File: config.mk
export PLATFORM = sky130hd
export DESIGN_NAME = usb_tx
export DESIGN_NICKNAME = d
export VERILOG_FILES = /design/src/rtl/usb_pkg.sv /design/src/rtl/usb_crc16.sv /design/src/rtl/usb_tx.sv
export SDC_FILE = /design/constraint.sdc
export NUM_CORES = 1
export LEC_CHECK = 0
export CORE_MARGIN = 3
export CORE_UTILIZATION = 40
export DETAILED_ROUTE_END_ITERATION = 7
export MAX_ROUTING_LAYER = met4
export SLEW_MARGIN = 30
export SYNTH_ARGS = -nofsm -noshare
export SYNTH_HDL_FRONTEND = slang
export SYNTH_SLANG_ARGS = --single-unit
File: constraint.sdc
create_clock -name clk -period 2.6 [get_ports clk]
set_input_delay 0.78 -clock clk [delete_from_list [all_inputs] [get_ports clk]]
set_output_delay 0.78 -clock clk [all_outputs]
set_load 0.01 [all_outputs]
File: src/rtl/usb_pkg.sv
// Shared USB constants: packet request codes, PID/SYNC bytes, CRC16 parameters and line states.
package usb_pkg;

    localparam logic [1:0] PKT_IDLE  = 2'b00;
    localparam logic [1:0] PKT_DATA0 = 2'b01;
    localparam logic [1:0] PKT_ACK   = 2'b10;
    localparam logic [1:0] PKT_NAK   = 2'b11;

    localparam logic [7:0] SYNC_BYTE = 8'h80;
    localparam logic [7:0] PID_DATA0 = 8'hC3;
    localparam logic [7:0] PID_ACK   = 8'hD2;
    localparam logic [7:0] PID_NAK   = 8'h5A;

    localparam logic [15:0] CRC16_POLY = 16'h8005;
    localparam logic [15:0] CRC16_INIT = 16'hFFFF;

    typedef struct packed {
        logic dp;
        logic dm;
    } line_t;

    localparam line_t LINE_J   = '{dp: 1'b1, dm: 1'b0};
    localparam line_t LINE_K   = '{dp: 1'b0, dm: 1'b1};
    localparam line_t LINE_SE0 = '{dp: 1'b0, dm: 1'b0};

    function automatic logic [7:0] pid_byte(input logic [1:0] pkt);
        case (pkt)
            PKT_DATA0: return PID_DATA0;
            PKT_ACK:   return PID_ACK;
            default:   return PID_NAK;
        endcase
    endfunction

    function automatic logic [15:0] rev16(input logic [15:0] v);
        logic [15:0] r;
        for (int i = 0; i < 16; i++) r[i] = v[15-i];
        return r;
    endfunction

    // NRZI: a 0 toggles the line level, a 1 holds it.
    function automatic logic nrzi(input logic lvl, input logic b);
        return b ? lvl : ~lvl;
    endfunction

endpackage

File: src/rtl/usb_crc16.sv
// Serial CRC16 (x^16+x^15+x^2+1), one data bit per enabled cycle, MSB-feedback form.
// Latency: register updates on the enabled edge.
// Backpressure: none; caller gates with en.
module usb_crc16
    import usb_pkg::*;
(
    input  logic        clk,
    input  logic        n_rst,
    input  logic        clr,
    input  logic        en,
    input  logic        din,
    output logic [15:0] crc
);
    logic fb;

    assign fb = din ^ crc[15];

    always_ff @(posedge clk or negedge n_rst) begin
        if (!n_rst) begin
            crc <= 16'h0000;
        end else if (clr) begin
            crc <= CRC16_INIT;
        end else if (en) begin
            crc <= {crc[14:0], 1'b0} ^ (fb ? CRC16_POLY : 16'h0000);
        end
    end

endmodule

File: src/rtl/usb_tx.sv
// USB low-level packet transmitter: SYNC, PID, optional DATA+CRC16, EOP with bit stuffing and NRZI.
// Latency: first SYNC bit on the lines the cycle after acceptance; each bit lasts BIT_CLKS cycles.
// Backpressure: requests are only taken in IDLE; data bytes are popped at byte boundaries.
module usb_tx
    import usb_pkg::*;
#(
    parameter int BIT_CLKS = 8
) (
    input  logic       clk,
    input  logic       n_rst,
    input  logic [1:0] tx_packet,
    input  logic [7:0] tx_packet_data,
    input  logic [6:0] buffer_occupancy,
    output logic       get_tx_packet_data,
    output logic       tx_done,
    output logic       tx_busy,
    output logic       dplus_out,
    output logic       dminus_out
);
    localparam int CNT_W = (BIT_CLKS > 1) ? $clog2(BIT_CLKS) : 1;

    localparam logic [2:0] ST_IDLE    = 3'd0;
    localparam logic [2:0] ST_SYNC    = 3'd1;
    localparam logic [2:0] ST_PID     = 3'd2;
    localparam logic [2:0] ST_DATA    = 3'd3;
    localparam logic [2:0] ST_CRC     = 3'd4;
    localparam logic [2:0] ST_EOP_SE0 = 3'd5;
    localparam logic [2:0] ST_EOP_J   = 3'd6;
    localparam logic [2:0] ST_DONE    = 3'd7;

    logic [2:0]       state, nxt_state;
    logic [1:0]       pkt;
    logic [15:0]      sr, nxt_sr;
    logic [3:0]       bit_cnt, nxt_cnt;
    logic [2:0]       ones;
    logic             stuff, lvl, pop, pop_q;
    logic [CNT_W-1:0] clk_cnt;
    logic [15:0]      crc;
    logic             bit_end, in_stream, stuff_now, accept, advance, crc_en;
    line_t            line;

    assign bit_end   = clk_cnt == CNT_W'(BIT_CLKS - 1);
    assign in_stream = state inside {ST_SYNC, ST_PID, ST_DATA, ST_CRC};
    assign stuff_now = in_stream && !stuff && ones == 3'd6;
    assign accept    = state == ST_IDLE && tx_packet != PKT_IDLE;
    assign advance   = bit_end && !stuff_now && state != ST_IDLE && state != ST_DONE;
    // CRC is fed as each data bit is launched, so it is final when the CRC field loads.
    assign crc_en    = advance && nxt_state == ST_DATA;

    // Next field position after the last real (non-stuffed) bit ends.
    always_comb begin
        nxt_state = state;
        nxt_sr    = {1'b0, sr[15:1]};
        nxt_cnt   = bit_cnt + 4'd1;
        pop       = 1'b0;
        case (state)
            ST_SYNC: if (bit_cnt == 4'd7) begin
                nxt_state = ST_PID;
                nxt_sr    = {8'h00, pid_byte(pkt)};
                nxt_cnt   = 4'd0;
            end
            ST_PID, ST_DATA: if (bit_cnt == 4'd7) begin
                nxt_cnt = 4'd0;
                if (state == ST_PID && pkt != PKT_DATA0) begin
                    nxt_state = ST_EOP_SE0;
                end else if (buffer_occupancy != 7'd0) begin
                    nxt_state = ST_DATA;
                    nxt_sr    = {8'h00, tx_packet_data};
                    pop       = 1'b1;
                end else begin
                    nxt_state = ST_CRC;
                    nxt_sr    = rev16(~crc);
                end
            end
            ST_CRC: if (bit_cnt == 4'd15) begin
                nxt_state = ST_EOP_SE0;
                nxt_cnt   = 4'd0;
            end
            ST_EOP_SE0: if (bit_cnt == 4'd1) begin
                nxt_state = ST_EOP_J;
                nxt_cnt   = 4'd0;
            end
            ST_EOP_J: nxt_state = ST_DONE;
            default:  nxt_state = ST_IDLE;
        endcase
    end

    always_ff @(posedge clk or negedge n_rst) begin
        if (!n_rst) begin
            clk_cnt <= '0;
        end else if (accept || bit_end) begin
            clk_cnt <= '0;
        end else begin
            clk_cnt <= clk_cnt + CNT_W'(1);
        end
    end

    always_ff @(posedge clk or negedge n_rst) begin
        if (!n_rst) begin
            state   <= ST_IDLE;
            pkt     <= PKT_IDLE;
            sr      <= 16'h0000;
            bit_cnt <= 4'd0;
            ones    <= 3'd0;
            stuff   <= 1'b0;
            lvl     <= 1'b1;
            pop_q   <= 1'b0;
        end else begin
            pop_q <= advance && pop;
            if (accept) begin
                state   <= ST_SYNC;
                pkt     <= tx_packet;
                sr      <= {8'h00, SYNC_BYTE};
                bit_cnt <= 4'd0;
                ones    <= {2'b00, SYNC_BYTE[0]};
                stuff   <= 1'b0;
                lvl     <= nrzi(lvl, SYNC_BYTE[0]);
            end else if (state == ST_DONE) begin
                state <= ST_IDLE;
            end else if (bit_end && state != ST_IDLE) begin
                if (stuff_now) begin
                    stuff <= 1'b1;
                    ones  <= 3'd0;
                    lvl   <= ~lvl;
                end else begin
                    stuff   <= 1'b0;
                    state   <= nxt_state;
                    sr      <= nxt_sr;
                    bit_cnt <= nxt_cnt;
                    if (nxt_state inside {ST_SYNC, ST_PID, ST_DATA, ST_CRC}) begin
                        ones <= nxt_sr[0] ? ones + 3'd1 : 3'd0;
                        lvl  <= nrzi(lvl, nxt_sr[0]);
                    end else begin
                        ones <= 3'd0;
                        lvl  <= 1'b1;
                    end
                end
            end
        end
    end

    always_comb begin
        line = LINE_J;
        if (in_stream) line = lvl ? LINE_J : LINE_K;
        else if (state == ST_EOP_SE0) line = LINE_SE0;
    end

    assign dplus_out          = line.dp;
    assign dminus_out         = line.dm;
    assign tx_done            = state == ST_DONE;
    assign tx_busy            = state != ST_IDLE && state != ST_DONE;
    assign get_tx_packet_data = pop_q;

    usb_crc16 u_crc (
        .clk   (clk),
        .n_rst (n_rst),
        .clr   (accept),
        .en    (crc_en),
        .din   (nxt_sr[0]),
        .crc   (crc)
    );

endmodule

# Word-level counts from Yosys, hierarchy flattened
# Index checks and enable logic that the tools add are counted.
# op_classes
add_sub_neg	3
eq_ne	24
n_mux	56
n_bitwise	4
reduce_logical	29
# ops
op	count
$mux 16	10
$mux 3	17
$pmux 16 s2	1
$mux 4	7
$eq 3x3->1 const B	7
$not 16->16	1
$pmux 8 s2	1
$xor 16x16->16	1
$mux 15	1
$pmux 3 s5	1
$mux 1	14
$eq 3x2->1 const B	4
$pmux 4 s3	1
$logic_and 1x1->1	11
$reduce_bool 4->1	2
$reduce_bool 7->1	1
$add 3x1->3 const B	2
$eq 3x1->1 const B	2
$mux 2	3
$ne 2x1->1 const B	3
$reduce_and 3->1	2
$reduce_bool 2->1	3
$reduce_bool 3->1	2
$add 4x1->4 const B	1
16 further kinds	18
# totals
register_bits	50
in_bits	19
out_inout_bits	5
word_cells	126

# Depth between registers and ports, before layout
# depth
word_depth	12
mapped_depth	10
ltp_nobuf	9

# Hierarchy
# A second synthesis with hierarchy kept.
# unflattened
hier_cells	320
area_unflattened_um2	2964.1
# modules_own_cells
module	n_inst	cells_each	area_per_inst_um2	seq_area_each_um2
usb_tx	1	264	2257.2	827.0
usb_crc16	1	56	706.9	400.4

# Least setup slack after synthesis
# Ideal clock, no wire load.
# synth_timing
path_type	input to register
startpoint	input port buffer_occupancy[2]
endpoint	register ones[2]
setup_ns	0.118
arrival_ns	2.298
required_time_ns	2.482
path_slack_ns	0.184
stages	7
path_buffers	0
path_cell_list	or4_1 -> nor3_1 -> o32a_2 -> a21oi_1 -> o211ai_2 -> o21bai_1 -> a21o_1
# synth_between
elab_chain_len	12
elab_cells_between_ends	20
cone_classes	4 x eq/ne; 14 x mux; 2 x reduce/logical
# synth_lines
item	line_no	text
start, declared	usb_tx.sv:13	input logic [6:0] buffer_occupancy,
$reduce_bool 7->1 *	usb_tx.sv:66	end else if (buffer_occupancy != 7'd0) begin
$mux 3	usb_tx.sv:66	
$mux 3	usb_tx.sv:64	if (state == ST_PID && pkt != PKT_DATA0) begin
$mux 3	usb_tx.sv:62	ST_PID, ST_DATA: if (bit_cnt == 4'd7) begin
$pmux 3 s5	usb_tx.sv:56	case (state)
$eq 3x1->1, or another cell as far along	usb_tx.sv:130	if (nxt_state inside {ST_SYNC, ST_PID, ST_DATA, ST_CRC}) begin
$reduce_bool 4->1	usb_tx.sv:130	
$mux 3 *	usb_tx.sv:130	
$mux 3 *	usb_tx.sv:121	if (stuff_now) begin
$mux 3 *	usb_tx.sv:120	end else if (bit_end && state != ST_IDLE) begin
$mux 3 *	usb_tx.sv:118	end else if (state == ST_DONE) begin
$mux 3 *	usb_tx.sv:110	if (accept) begin
end signal, assigned	usb_tx.sv:115	ones <= {2'b00, SYNC_BYTE[0]};
end signal, assigned	usb_tx.sv:131	ones <= nxt_sr[0] ? ones + 3'd1 : 3'd0;
end, declared	usb_tx.sv:35	logic [2:0] ones;
# Every way passes the cells marked *; elsewhere a longest branch is shown, timed or not. The select of a mux whose other input is x is not followed.
# A chain may end at the register's enable or synchronous reset.

# Worst setup path in the final report
# layout_timing
startpoint	register state[1]
endpoint	output port dminus_out
# layout_between
elab_chain_len	3
elab_cells_between_ends	6
cone_classes	4 x eq/ne; 1 x mux; 1 x reduce/logical
# layout_lines
item	line_no	text
start, declared	usb_tx.sv:31	logic [2:0] state, nxt_state;
start signal, assigned	usb_tx.sv:127	state <= nxt_state;
$eq 3x1->1, or another cell as far along	usb_tx.sv:43	assign in_stream = state inside {ST_SYNC, ST_PID, ST_DATA, ST_CRC};
$reduce_bool 4->1 *	usb_tx.sv:43	
$mux 2 *	usb_tx.sv:144	if (in_stream) line = lvl ? LINE_J : LINE_K;
end, declared	usb_tx.sv:18	output logic dminus_out
# Every way passes the cells marked *; elsewhere a longest branch is shown, timed or not.

==> impl_results.md <==
* Congestion Overflow GR at 0
* Post-synth ARST share at 1.000
* Number of flops mapped to enable cells by yosys at 0
* Largest net degree at the start of global routing at 50
* CTS tree: yes
* Sequential share of the synthesized area at 0.4370
* DR iter-0 viols at between 150 and 200
* FF/Latch Area at approximately 0.0012 sq mm
* Required time worst endpoint at 1.82 ns
* Vias at 2,472
* Max-cap violations at 0
* Diode count at 0
* Hold Crit Class: in2async
* Die H at 89.80 microns
* Synth Warn # at 0
* Syn_nets at 349
* Reg2reg setup slack at approximately 0.17 ns
* CORE AREA at 0.006568 sq mm
* Setup Crit Path Kind: reg2out
* #FFs+latches synth at 49
* Critical path startpoint: state[1]
* Setup violations, final at 0
* Syn Inst Count at roughly 320
* Tot Pwr at 1.479 mW
* Die width at between 80 and 90 microns
* Status: complete, no violations
* Max FO, Critical Path at 7
* TNS Setup at 0 ns
* Post-layout util at 0.5485
* CTS sink cnt at 49
* Placement Cell Area at 0.003324 sq mm
* Leakage power at 1.625 nW
* Fraction of layout cells with a size suffix above 1 at 0.2059
* Antenna-violating nets left at 0
* Row count at 29
* Worst-Skew Late Latency at 0.31 ns
* Post-synth top cells: nand2_1, dfrtp_1, nor2_1, o21ai_0, a21oi_1
* Crit path to: dminus_out
* Final Cycle Share at 0.9713
* Num CTS Buffers at 5
* Max Freq at 396.0 MHz
* Total iterations of the first detailed-routing run at 4
* Residual DRC at 0
* Final hold viol count at 0
* Worst Reg2Reg Path Length in Cells at 9
* Peak VDD IR at 0.1749 mV
* Clock-pin slew on the worst setup and hold paths at 0.09 ns
* Final Slew Violations at 0
* Antenna violations before repair at 0
* Final worst setup slack at 0.07465 ns
* Io pins at 24
* Area growth, synth to finish at 28.24%
* Top cell type's share of synthesized area at 0.4276
* Worst R2R End: ones[0]
* Pwr dens at ~400 mW/mm^2
* Reg2reg start: state[1]
* Synth Flop Type: dfrtp_1
* Total GRT Usage at 0.1842
* Multi-input combinational cell area at approximately 0.0015 sq mm
* Vias in the first global route at 2,421
* Unrepaired setup endpoints after global routing: false
* Initial Util at 0.4277
* Post-Layout Inst Area at 0.003602 sq mm
* Mean routed wirelength per cell at 15.31 microns
* Slew @ Worst Pin at around 0.53 ns
* Fillers at 610
* Die ar. at 0.008064 sq mm
* Clock Path Buffers at 2
* Nets at 400
* Pre-CTS setup slack at -0.3592 ns
* Nature of the critical path endpoint: output port
* Gp weighted congestion at between 0.8 and 0.9
* WP data arrival at 1.75 ns
* Root Driver: clkbuf_8
* Drt total wl at 7148 microns
* CTS Hold Bufs at 0
* Top-count cell post-synth: nand2_1
* Synth area leaders: dfrtp_1, nand2_1, o21ai_0
* Area leader, netlist: dfrtp_1
* Final min period at around 2.5 ns
* H-tree lvl count at 2
* Startpoint types: flop
* Final HPWL DP at 5105 microns
* First-pass GRT wire length at around 12,000 microns
* Port Buf Inserts at 23
* Via density per instance at 5.293
* Synth cell types at 62
* Relative slew margins at 0.6406
* Synth Cell Area at between 0.002 and 0.003 sq mm
* Post-Route Skew at 0.007280 ns
* Syn avg cell area at 8.723 sq um
==> worst max-delay path, cell delays in order, from the launching register on <==
cell             delay (ns)
dfrtp_2                0.48
o21ai_2                0.18
nor3b_2                0.21
clkdlybuf4s50_1        0.57
==> cells in the final DEF (no fill, tap or decap), types with 2 or more instances in the layout <==
| master | n |
|---|---|
| ha_1 | 8 |
| nor3_1 | 8 |
| nor3_2 | 2 |
| o221ai_1 | 3 |
| o21ai_1 | 11 |
| nor4_2 | 2 |
| nand3_1 | 6 |
| clkdlybuf4s50_1 | 17 |
| clkbuf_8 | 5 |
| dfrtp_1 | 45 |
| a22o_1 | 8 |
| nor3b_1 | 2 |
| o211ai_1 | 2 |
| o21ai_0 | 32 |
| buf_12 | 4 |
| dlymetal6s2s_1 | 4 |
| or3_4 | 2 |
| a21oi_1 | 23 |
| dfrtp_2 | 3 |
| nor2_2 | 2 |
| o21a_1 | 2 |
| inv_1 | 7 |
| nor2_1 | 32 |
| o211ai_2 | 2 |
| a31oi_1 | 3 |
| a21o_1 | 5 |
| nand2b_1 | 6 |
| buf_4 | 33 |
| nand2_1 | 50 |
| bufinv_16 | 2 |
==> kinds of logic after synthesis <==
family	Yosys count	synth area share
compound gates	103	0.2272
mux	2	0.007572
xor+xnor	3	0.009356
buf+inv	24	0.04142
simple gates	133	0.2419
fa+ha+maj	8	0.03564
flops	49	0.4370
==> worst min-delay path by stage <==
| stage | start | end | slack (ns) |
|---|---|---|---|
| global route | n_rst | sr[13] | 0.46 |
| detailed placement | clk_cnt[0] | clk_cnt[0] | 0.45 |
| finish | n_rst | u_crc.crc[7] | 0.44 |
| CTS | n_rst | u_crc.crc[13] | 0.45 |
| floorplan | clk_cnt[0] | clk_cnt[0] | 0.41 |
| global placement | clk_cnt[0] | clk_cnt[0] | 0.43 |
==> flip-flops by register name (all words and copies together) (netlist names) <==
name and count:
get_tx_packet_data 1, ones 3, u_crc.crc 16, clk_cnt 3, sr 15, stuff 1
pkt 2, lvl 1, bit_cnt 4, state 3
==> power by group <==
| group | switching, mW | leakage [nW] | internal [mW] | total (mW) |
|---|---|---|---|---|
| clock | 0.272 | 0.0687 | 0.387 | 0.659 |
| combinational | 0.0281 | 0.908 | 0.0307 | 0.0589 |
| sequential | 0 | 0.648 | 0.761 | 0.761 |
| total | 0.300 | 1.63 | 1.18 | 1.48 |
==> layer usage <==
metal | up-vias | global-route usage | part of all wire
met4 | 0 | 0.04853 | 0.012
li1 | 1248 | - | -
met3 | 7 | 0.02838 | 0.028
met5 | - | - | 0
met1 | 1176 | 0.2535 | 0.49
met2 | 41 | 0.2863 | 0.47
==> layout make-up <==
cell class	count	area share
Multi-Input combinational cell	249	0.4234
Sequential cell	49	0.3418
Timing Repair Buffer	60	0.1560
Tap cell	93	0.03230
Clock buffer	5	0.01910
Clock inverter	3	0.01910
Inverter	8	0.008336
==> what timing repair did <==
| item | 4_1_cts | 5_1_grt |
|---|---|---|
| setup buffers | 3 | 6 |
| setup endpoints to repair | 5 | 22 |
| gates resized for setup | 9 | 12 |
| pin swaps | 3 | 8 |
==> through the flow <==
stage,cells,hold slack [ns]
6_report,467,0.4438
2_1_floorplan,322,0.4150
5_1_grt,467,0.4569
3_3_place_gp,450,0.4301
3_5_place_dp,450,0.4506
4_1_cts,461,0.4540
(Power assumes the default switching activity.)
